[config.mk]
export PLATFORM = sky130hd
export DESIGN_NAME = cache_ctrl
export DESIGN_NICKNAME = d
export VERILOG_FILES = /design/src/rtl/cache_pkg.sv /design/src/rtl/cache_ctrl_plru_table.sv /design/src/rtl/cache_ctrl.sv
export SDC_FILE = /design/constraint.sdc
export NUM_CORES = 2
export LEC_CHECK = 0
export BUFFER_PORTS_ARGS = -buffer_cell sky130_fd_sc_hd__buf_4
export CAP_MARGIN = 20
export CORE_ASPECT_RATIO = 0.5
export CORE_MARGIN = 2
export CORE_UTILIZATION = 55
export DETAILED_ROUTE_END_ITERATION = 16
export PLACE_DENSITY = 0.75
export SYNTH_ARGS = -nofsm -noshare
export SYNTH_HDL_FRONTEND = slang
export SYNTH_SLANG_ARGS = --single-unit
[constraint.sdc]
create_clock -name clk -period 7.9 [get_ports clk]
set_input_delay 1.185 -clock clk [delete_from_list [all_inputs] [get_ports clk]]
set_output_delay 1.185 -clock clk [all_outputs]
set_load 0.02 [all_outputs]
[src/rtl/cache_pkg.sv]
// Shared widths, address field positions, the controller state encoding and
// pseudo-LRU helper functions for the cache controller.
package cache_pkg;

  localparam int ADDR_W   = 32;
  localparam int DATA_W   = 32;
  localparam int TAG_W    = 22;
  localparam int INDEX_W  = 8;
  localparam int WAY_W    = 2;
  localparam int PLRU_W   = 3;

  // Byte address split: tag above the index, word offset bits [1:0] unused.
  localparam int TAG_MSB   = 31;
  localparam int TAG_LSB   = 10;
  localparam int INDEX_MSB = 9;
  localparam int INDEX_LSB = 2;

  typedef enum logic [2:0] {
    IDLE,
    LOOKUP,
    COMPARE,
    REFILL,
    FILL,
    MEMWR,
    RESPOND
  } state_e;

  // Tree pseudo-LRU: bit0 picks the half, bit1 the way in the low half,
  // bit2 the way in the high half.
  function automatic logic [WAY_W-1:0] plru_victim(input logic [PLRU_W-1:0] bits);
    logic [WAY_W-1:0] way;
    if (bits[0]) way = bits[2] ? 2'd3 : 2'd2;
    else         way = bits[1] ? 2'd1 : 2'd0;
    return way;
  endfunction

  // Record an access to way w: point bit0 away from the accessed half and
  // set the bit of that half from which way was touched.
  function automatic logic [PLRU_W-1:0] plru_touch(input logic [PLRU_W-1:0] bits,
                                                   input logic [WAY_W-1:0]  w);
    logic [PLRU_W-1:0] nbits;
    nbits    = bits;
    nbits[0] = ~w[1];
    if (!w[1]) nbits[1] = (w == 2'd0);
    else       nbits[2] = (w == 2'd2);
    return nbits;
  endfunction

endpackage

[src/rtl/cache_ctrl_plru_table.sv]
// Per-set pseudo-LRU state. Kept in flops rather than RAM because reset must
// clear every entry at once. Victim lookup is combinational on the read index.
module plru_table
  import cache_pkg::*;
#(
  parameter int NUM_SETS = 256
) (
  input  logic               clk,
  input  logic               rst_n,
  input  logic [INDEX_W-1:0] rd_index_i,
  output logic [WAY_W-1:0]   victim_o,
  input  logic               upd_en_i,
  input  logic [INDEX_W-1:0] upd_index_i,
  input  logic [WAY_W-1:0]   upd_way_i
);

  logic [PLRU_W-1:0] lru_q [NUM_SETS];

  // Clear all entries on reset; otherwise apply the access update to one set.
  always_ff @(posedge clk or negedge rst_n) begin
    if (!rst_n) begin
      for (int i = 0; i < NUM_SETS; i++) lru_q[i] <= '0;
    end else if (upd_en_i) begin
      lru_q[upd_index_i] <= plru_touch(lru_q[upd_index_i], upd_way_i);
    end
  end

  assign victim_o = plru_victim(lru_q[rd_index_i]);

endmodule

[src/rtl/cache_ctrl.sv]
// 4-way set-associative cache controller: write-through, no write-allocate,
// pseudo-LRU replacement. The tag/data array lives outside this block and
// returns the indexed set one cycle after arr_index is presented.
module cache_ctrl
  import cache_pkg::*;
#(
  parameter int NUM_SETS = 256,
  parameter int NUM_WAYS = 4
) (
  input  logic               clk,
  input  logic               rst_n,
  input  logic               cpu_req,
  input  logic               cpu_we,
  input  logic [ADDR_W-1:0]  cpu_addr,
  input  logic [DATA_W-1:0]  cpu_wdata,
  output logic [DATA_W-1:0]  cpu_rdata,
  output logic               cpu_ready,
  output logic [INDEX_W-1:0] arr_index,
  input  logic [TAG_W-1:0]   arr_tag0,
  input  logic [TAG_W-1:0]   arr_tag1,
  input  logic [TAG_W-1:0]   arr_tag2,
  input  logic [TAG_W-1:0]   arr_tag3,
  input  logic               arr_valid0,
  input  logic               arr_valid1,
  input  logic               arr_valid2,
  input  logic               arr_valid3,
  input  logic [DATA_W-1:0]  arr_data0,
  input  logic [DATA_W-1:0]  arr_data1,
  input  logic [DATA_W-1:0]  arr_data2,
  input  logic [DATA_W-1:0]  arr_data3,
  output logic               arr_we,
  output logic [WAY_W-1:0]   arr_way,
  output logic [TAG_W-1:0]   arr_wtag,
  output logic [DATA_W-1:0]  arr_wdata,
  output logic               mem_req,
  output logic               mem_we,
  output logic [ADDR_W-1:0]  mem_addr,
  output logic [DATA_W-1:0]  mem_wdata,
  input  logic               mem_ack,
  input  logic [DATA_W-1:0]  mem_rdata
);

  state_e             state_q;
  logic [ADDR_W-1:0]  addr_q;      // word-aligned captured address
  logic               we_q;
  logic [DATA_W-1:0]  wdata_q;
  logic               hit_q;
  logic [WAY_W-1:0]   hit_way_q;
  logic [WAY_W-1:0]   victim_q;

  logic [DATA_W-1:0]  cpu_rdata_q;
  logic               cpu_ready_q;
  logic [INDEX_W-1:0] arr_index_q;
  logic               arr_we_q;
  logic [WAY_W-1:0]   arr_way_q;
  logic [TAG_W-1:0]   arr_wtag_q;
  logic [DATA_W-1:0]  arr_wdata_q;
  logic               mem_req_q;
  logic               mem_we_q;
  logic [ADDR_W-1:0]  mem_addr_q;
  logic [DATA_W-1:0]  mem_wdata_q;

  // Byte-offset bits never reach any decision.
  logic unused_byte_bits;
  assign unused_byte_bits = ^cpu_addr[1:0];

  logic [TAG_W-1:0]  cap_tag;
  assign cap_tag = addr_q[TAG_MSB:TAG_LSB];

  // Gather the per-way array ports so the compare can be generated.
  logic [TAG_W-1:0]  tag_arr  [NUM_WAYS];
  logic [DATA_W-1:0] data_arr [NUM_WAYS];
  logic [NUM_WAYS-1:0] valid_vec;
  logic [NUM_WAYS-1:0] hit_vec;

  assign tag_arr[0]  = arr_tag0;
  assign tag_arr[1]  = arr_tag1;
  assign tag_arr[2]  = arr_tag2;
  assign tag_arr[3]  = arr_tag3;
  assign data_arr[0] = arr_data0;
  assign data_arr[1] = arr_data1;
  assign data_arr[2] = arr_data2;
  assign data_arr[3] = arr_data3;
  assign valid_vec   = {arr_valid3, arr_valid2, arr_valid1, arr_valid0};

  for (genvar gi = 0; gi < NUM_WAYS; gi++) begin : g_way_cmp
    assign hit_vec[gi] = valid_vec[gi] && (tag_arr[gi] == cap_tag);
  end

  logic             any_hit;
  logic [WAY_W-1:0] hit_way;
  logic [WAY_W-1:0] victim_way;
  logic [WAY_W-1:0] plru_way;

  assign any_hit = |hit_vec;

  // Lowest-numbered hitting way wins when several ways match.
  always_comb begin
    hit_way = '0;
    for (int w = NUM_WAYS - 1; w >= 0; w--) begin
      if (hit_vec[w]) hit_way = w[WAY_W-1:0];
    end
  end

  // Fill the lowest invalid way first; fall back to pseudo-LRU when the set is full.
  always_comb begin
    victim_way = plru_way;
    for (int w = NUM_WAYS - 1; w >= 0; w--) begin
      if (!valid_vec[w]) victim_way = w[WAY_W-1:0];
    end
  end

  // Touch LRU on any hit (seen in COMPARE) and on the array write of a read fill.
  logic             plru_upd_en;
  logic [WAY_W-1:0] plru_upd_way;

  assign plru_upd_en  = ((state_q == COMPARE) && any_hit) ||
                        ((state_q == FILL) && !we_q);
  assign plru_upd_way = (state_q == FILL) ? arr_way_q : hit_way;

  plru_table #(
    .NUM_SETS (NUM_SETS)
  ) u_plru (
    .clk         (clk),
    .rst_n       (rst_n),
    .rd_index_i  (arr_index_q),
    .victim_o    (plru_way),
    .upd_en_i    (plru_upd_en),
    .upd_index_i (arr_index_q),
    .upd_way_i   (plru_upd_way)
  );

  // Controller FSM with all outputs registered; reset abandons any request.
  always_ff @(posedge clk or negedge rst_n) begin
    if (!rst_n) begin
      state_q     <= IDLE;
      addr_q      <= '0;
      we_q        <= 1'b0;
      wdata_q     <= '0;
      hit_q       <= 1'b0;
      hit_way_q   <= '0;
      victim_q    <= '0;
      cpu_rdata_q <= '0;
      cpu_ready_q <= 1'b0;
      arr_index_q <= '0;
      arr_we_q    <= 1'b0;
      arr_way_q   <= '0;
      arr_wtag_q  <= '0;
      arr_wdata_q <= '0;
      mem_req_q   <= 1'b0;
      mem_we_q    <= 1'b0;
      mem_addr_q  <= '0;
      mem_wdata_q <= '0;
    end else begin
      // Strobes default low so each is a single-cycle pulse.
      arr_we_q    <= 1'b0;
      cpu_ready_q <= 1'b0;
      case (state_q)
        IDLE: begin
          if (cpu_req) begin
            addr_q      <= {cpu_addr[ADDR_W-1:2], 2'b00};
            we_q        <= cpu_we;
            wdata_q     <= cpu_wdata;
            arr_index_q <= cpu_addr[INDEX_MSB:INDEX_LSB];
            state_q     <= LOOKUP;
          end
        end
        LOOKUP: begin
          state_q <= COMPARE;
        end
        COMPARE: begin
          hit_q     <= any_hit;
          hit_way_q <= hit_way;
          victim_q  <= victim_way;
          if (we_q) begin
            mem_req_q   <= 1'b1;
            mem_we_q    <= 1'b1;
            mem_addr_q  <= addr_q;
            mem_wdata_q <= wdata_q;
            state_q     <= MEMWR;
          end else if (any_hit) begin
            cpu_rdata_q <= data_arr[hit_way];
            cpu_ready_q <= 1'b1;
            state_q     <= RESPOND;
          end else begin
            mem_req_q  <= 1'b1;
            mem_we_q   <= 1'b0;
            mem_addr_q <= addr_q;
            state_q    <= REFILL;
          end
        end
        REFILL: begin
          if (mem_ack) begin
            mem_req_q   <= 1'b0;
            arr_we_q    <= 1'b1;
            arr_way_q   <= victim_q;
            arr_wtag_q  <= cap_tag;
            arr_wdata_q <= mem_rdata;
            state_q     <= FILL;
          end
        end
        MEMWR: begin
          if (mem_ack) begin
            mem_req_q <= 1'b0;
            mem_we_q  <= 1'b0;
            if (hit_q) begin
              arr_we_q    <= 1'b1;
              arr_way_q   <= hit_way_q;
              arr_wtag_q  <= cap_tag;
              arr_wdata_q <= wdata_q;
              state_q     <= FILL;
            end else begin
              cpu_ready_q <= 1'b1;
              state_q     <= RESPOND;
            end
          end
        end
        FILL: begin
          // For a read fill the written word is also the returned data.
          if (!we_q) cpu_rdata_q <= arr_wdata_q;
          cpu_ready_q <= 1'b1;
          state_q     <= RESPOND;
        end
        RESPOND: begin
          state_q <= IDLE;
        end
        default: begin
          state_q <= IDLE;
        end
      endcase
    end
  end

  assign cpu_rdata = cpu_rdata_q;
  assign cpu_ready = cpu_ready_q;
  assign arr_index = arr_index_q;
  assign arr_we    = arr_we_q;
  assign arr_way   = arr_way_q;
  assign arr_wtag  = arr_wtag_q;
  assign arr_wdata = arr_wdata_q;
  assign mem_req   = mem_req_q;
  assign mem_we    = mem_we_q;
  assign mem_addr  = mem_addr_q;
  assign mem_wdata = mem_wdata_q;

endmodule
==> metrics <==
status=finished with violations; failing checks=slew limit; CTS tree=yes; largest net degree at the start of global routing=between 200 and 300; WP data required=8.43 ns; Post-synth EDFFs=0; Pwr Density=about 320 nW/um^2; largest stage delay on the critical path=between 0.9 and 1 ns; I/O pins=slightly below 500; cell area after synthesis=~48000 sq um; grt total ovfl=0; Critical-path top delay cell=o41ai_1; die width=420 um; Synthesis Warnings=0; Clock Tree Buf Depth=3; startpoint types=flop; Root Driver=clkbuf_16; CP Capture Type=flop; Reg clk slew, reported paths=roughly 0.070 ns; crit path time final=6.56 ns; unrepaired setup endpoints after global routing=no; multi-input logic area=between 20000 and 25000 sq um; drt pass-1 iters=6; Final #Nets=about 4.2k; post-synthesis sequential area ratio=0.523; Sink Count=993; # Post-CTS Setup Buffers=0; Initial Utilization=0.553; Port Buf Inserts=480; worst path cell trace=buf_4 -> mux4_2 -> a22oi_1 -> a21oi_1 -> o41ai_1 -> nand4_1 -> nor3_1 -> a211oi_4 -> buf_12 -> mux2_2; Post-Layout Cell Count=5083; die area=a little under 90000 sq um; via count of the routed design=around 32k; Hold Slack=between 0.4 and 0.5 ns; Syn Area/Cell=~14 sq um; 1st-iter DRT viols=just under 3k; vias in the first global route=between 30k and 40k; post-route ant nets=0; DRC Markers=0; fmax=152 MHz; final hold violations=0; period utilization=0.831; DR vias/cell=about 6.2; Synth Instances=roughly 3.5k; CP Max Fanout=between 200 and 300; Hold-fix buffers, CTS=0; final setup vio count=0; Slew Limit Headroom=-0.248; Filler cells=between 6k and 7k; area added between synthesis and finish=16.0%; synth unique cells=57; Worst Tran Pin Value=1.87 ns; ys async rst share=1.00; dominant register cell in the synthesized netlist=dfrtp_1; Post-Route WL=approximately 130000 um; H-tree Lvls=3; Worst Hold Class=flop to flop; CP Class=flop to flop; Die Y=about 210 um; first-pass GRT wire length=between 150000 and 200000 um; Inst Count DP=just under 5k; post-CTS resize count=0; Num CTS Buffers=90; Leak=25.9 nW; row cnt=76; synthesized flop and latch total=roughly 990; HPWL after detailed placement=between 80000 and 90000 um; TNS Setup=0 ns; skew final=roughly 0.033 ns; Max Cap Viol=0; Pwr Total=17.7 mW; area of all sequential standard cells=24900 sq um; routability congestion estimate from global placement=about 0.94; clock latency at the later pin of the worst-skew pair=about 0.68 ns; maximum vdd ir drop=roughly 330 uV; share of cells above drive strength 1=0.480; Worst EP arrival=slightly above 7 ns; max-slew violations=approximately 160; Core Region=approximately 86000 sq um; total track usage=0.295; WL/cell=about 26 um; initial antenna violation count=8
stage by stage:
step                cell area [sq um]   util  setup WS, ns
global placement                52000  0.606          1.86
floorplan                       47500      -          3.91
detailed placement              52000  0.606          1.84
finish                          55100  0.642          1.34
global route                    55100  0.642          1.77
CTS                             55100  0.641          2.16
flip-flops by register name, indices dropped and copies added, names as in the netlist, 2 cells and up:
name	flops
arr_way	2
hit_way_q	2
cpu_rdata	32
arr_wdata	32
mem_addr	30
u_plru.lru_q	768
wdata_q	32
victim_q	2
state_q	3
arr_index	7
addr_q	23
mem_wdata	32
arr_wtag	22
where the power goes:
group / internal (mW) / total, mW / switching, mW
Clock: 2.62 / 4.57 / 1.95
Sequential: 6.05 / 7.03 / 0.979
Combinational: 2.47 / 6.06 / 3.59
worst paths after layout:
path | from | to | slack [ns] | cells after the start
worst max-delay path | arr_index[0] | u_plru.lru_q[163] | 1.34 | 10
worst min-delay path | hit_way_q[0] | hit_way_q[0] | 0.48 | 2
worst max register to register | arr_index[0] | u_plru.lru_q[163] | 1.34 | 10
worst min register to register | hit_way_q[0] | hit_way_q[0] | 0.48 | 2
max in group asynchronous | rst_n | arr_index[3] | 5.30 | 3
min in group asynchronous | rst_n | u_plru.lru_q[516] | 0.54 | 1
cells by family after synthesis:
| group | synth area share |
|---|---|
| AO/OA/AOI/OAI | 0.0500 |
| buffers and inverters | 0.0334 |
| AND/OR/NAND/NOR | 0.0499 |
| flip-flops | 0.523 |
| multiplexers | 0.327 |
| XOR/XNOR | 0.0164 |
| other | 0.0000789 |
metal layers:
metal  global-route usage  part of all wire
met1                0.410              0.42
met2                0.465              0.47
met3               0.0545             0.070
met4                0.115             0.037
met5                    0                 0
area by class of cell:
| class | instances | share of cell area |
|---|---|---|
| inverters | 37 | 0.00252 |
| clock inverters | 21 | 0.00581 |
| clock buffers | 136 | 0.0492 |
| flip-flops and latches | 993 | 0.451 |
| multi-input cells | 2170 | 0.388 |
| repair buffers | 550 | 0.0773 |
| well taps | 1170 | 0.0265 |
| diodes | 6 | 0.000272 |
cell usage in the layout, fill, tap and decap left out, types with 35 or more instances in the layout:
| cell | netlist | final |
|---|---|---|
| buf_4 | 15 | 537 |
| clkbuf_16 | 0 | 94 |
| mux4_2 | 188 | 188 |
| o211ai_1 | 65 | 65 |
| inv_1 | 37 | 37 |
| nor2_1 | 93 | 79 |
| xor2_1 | 39 | 39 |
| nand2_1 | 325 | 324 |
| o2111ai_1 | 35 | 35 |
| a21oi_1 | 73 | 70 |
| a22oi_1 | 74 | 74 |
| mux2i_1 | 66 | 65 |
| xnor2_1 | 50 | 50 |
| dfrtp_1 | 993 | 990 |
| mux2_2 | 946 | 945 |
worst max-delay path: cells and delay by family (launching register included):
kind	cells	cell delay [ns]
compound gates	4	1.52
flops	1	0.90
buf+inv	2	0.80
simple gates	2	1.12
mux	2	1.35
Yosys cell counts, types with 17 or more instances:
| cell type | number | area, sq um |
|---|---|---|
| dfrtp_1 | 993 | 24800 |
| mux2_2 | 946 | 10700 |
| nand2_1 | 325 | 1220 |
| mux4_2 | 188 | 4230 |
| clkbuf_1 | 161 | 604 |
| nor2_1 | 93 | 349 |
| buf_2 | 79 | 395 |
| a22oi_1 | 74 | 556 |
| a21oi_1 | 73 | 365 |
| mux2i_1 | 66 | 661 |
| o211ai_1 | 65 | 488 |
| xnor2_1 | 50 | 438 |
| xor2_1 | 39 | 342 |
| inv_1 | 37 | 139 |
| o2111ai_1 | 35 | 307 |
| a31oi_1 | 34 | 213 |
| nand4_1 | 27 | 169 |
| buf_6 | 26 | 293 |
| nor4_1 | 17 | 106 |
Note: power is estimated with default switching activity, not from simulation.
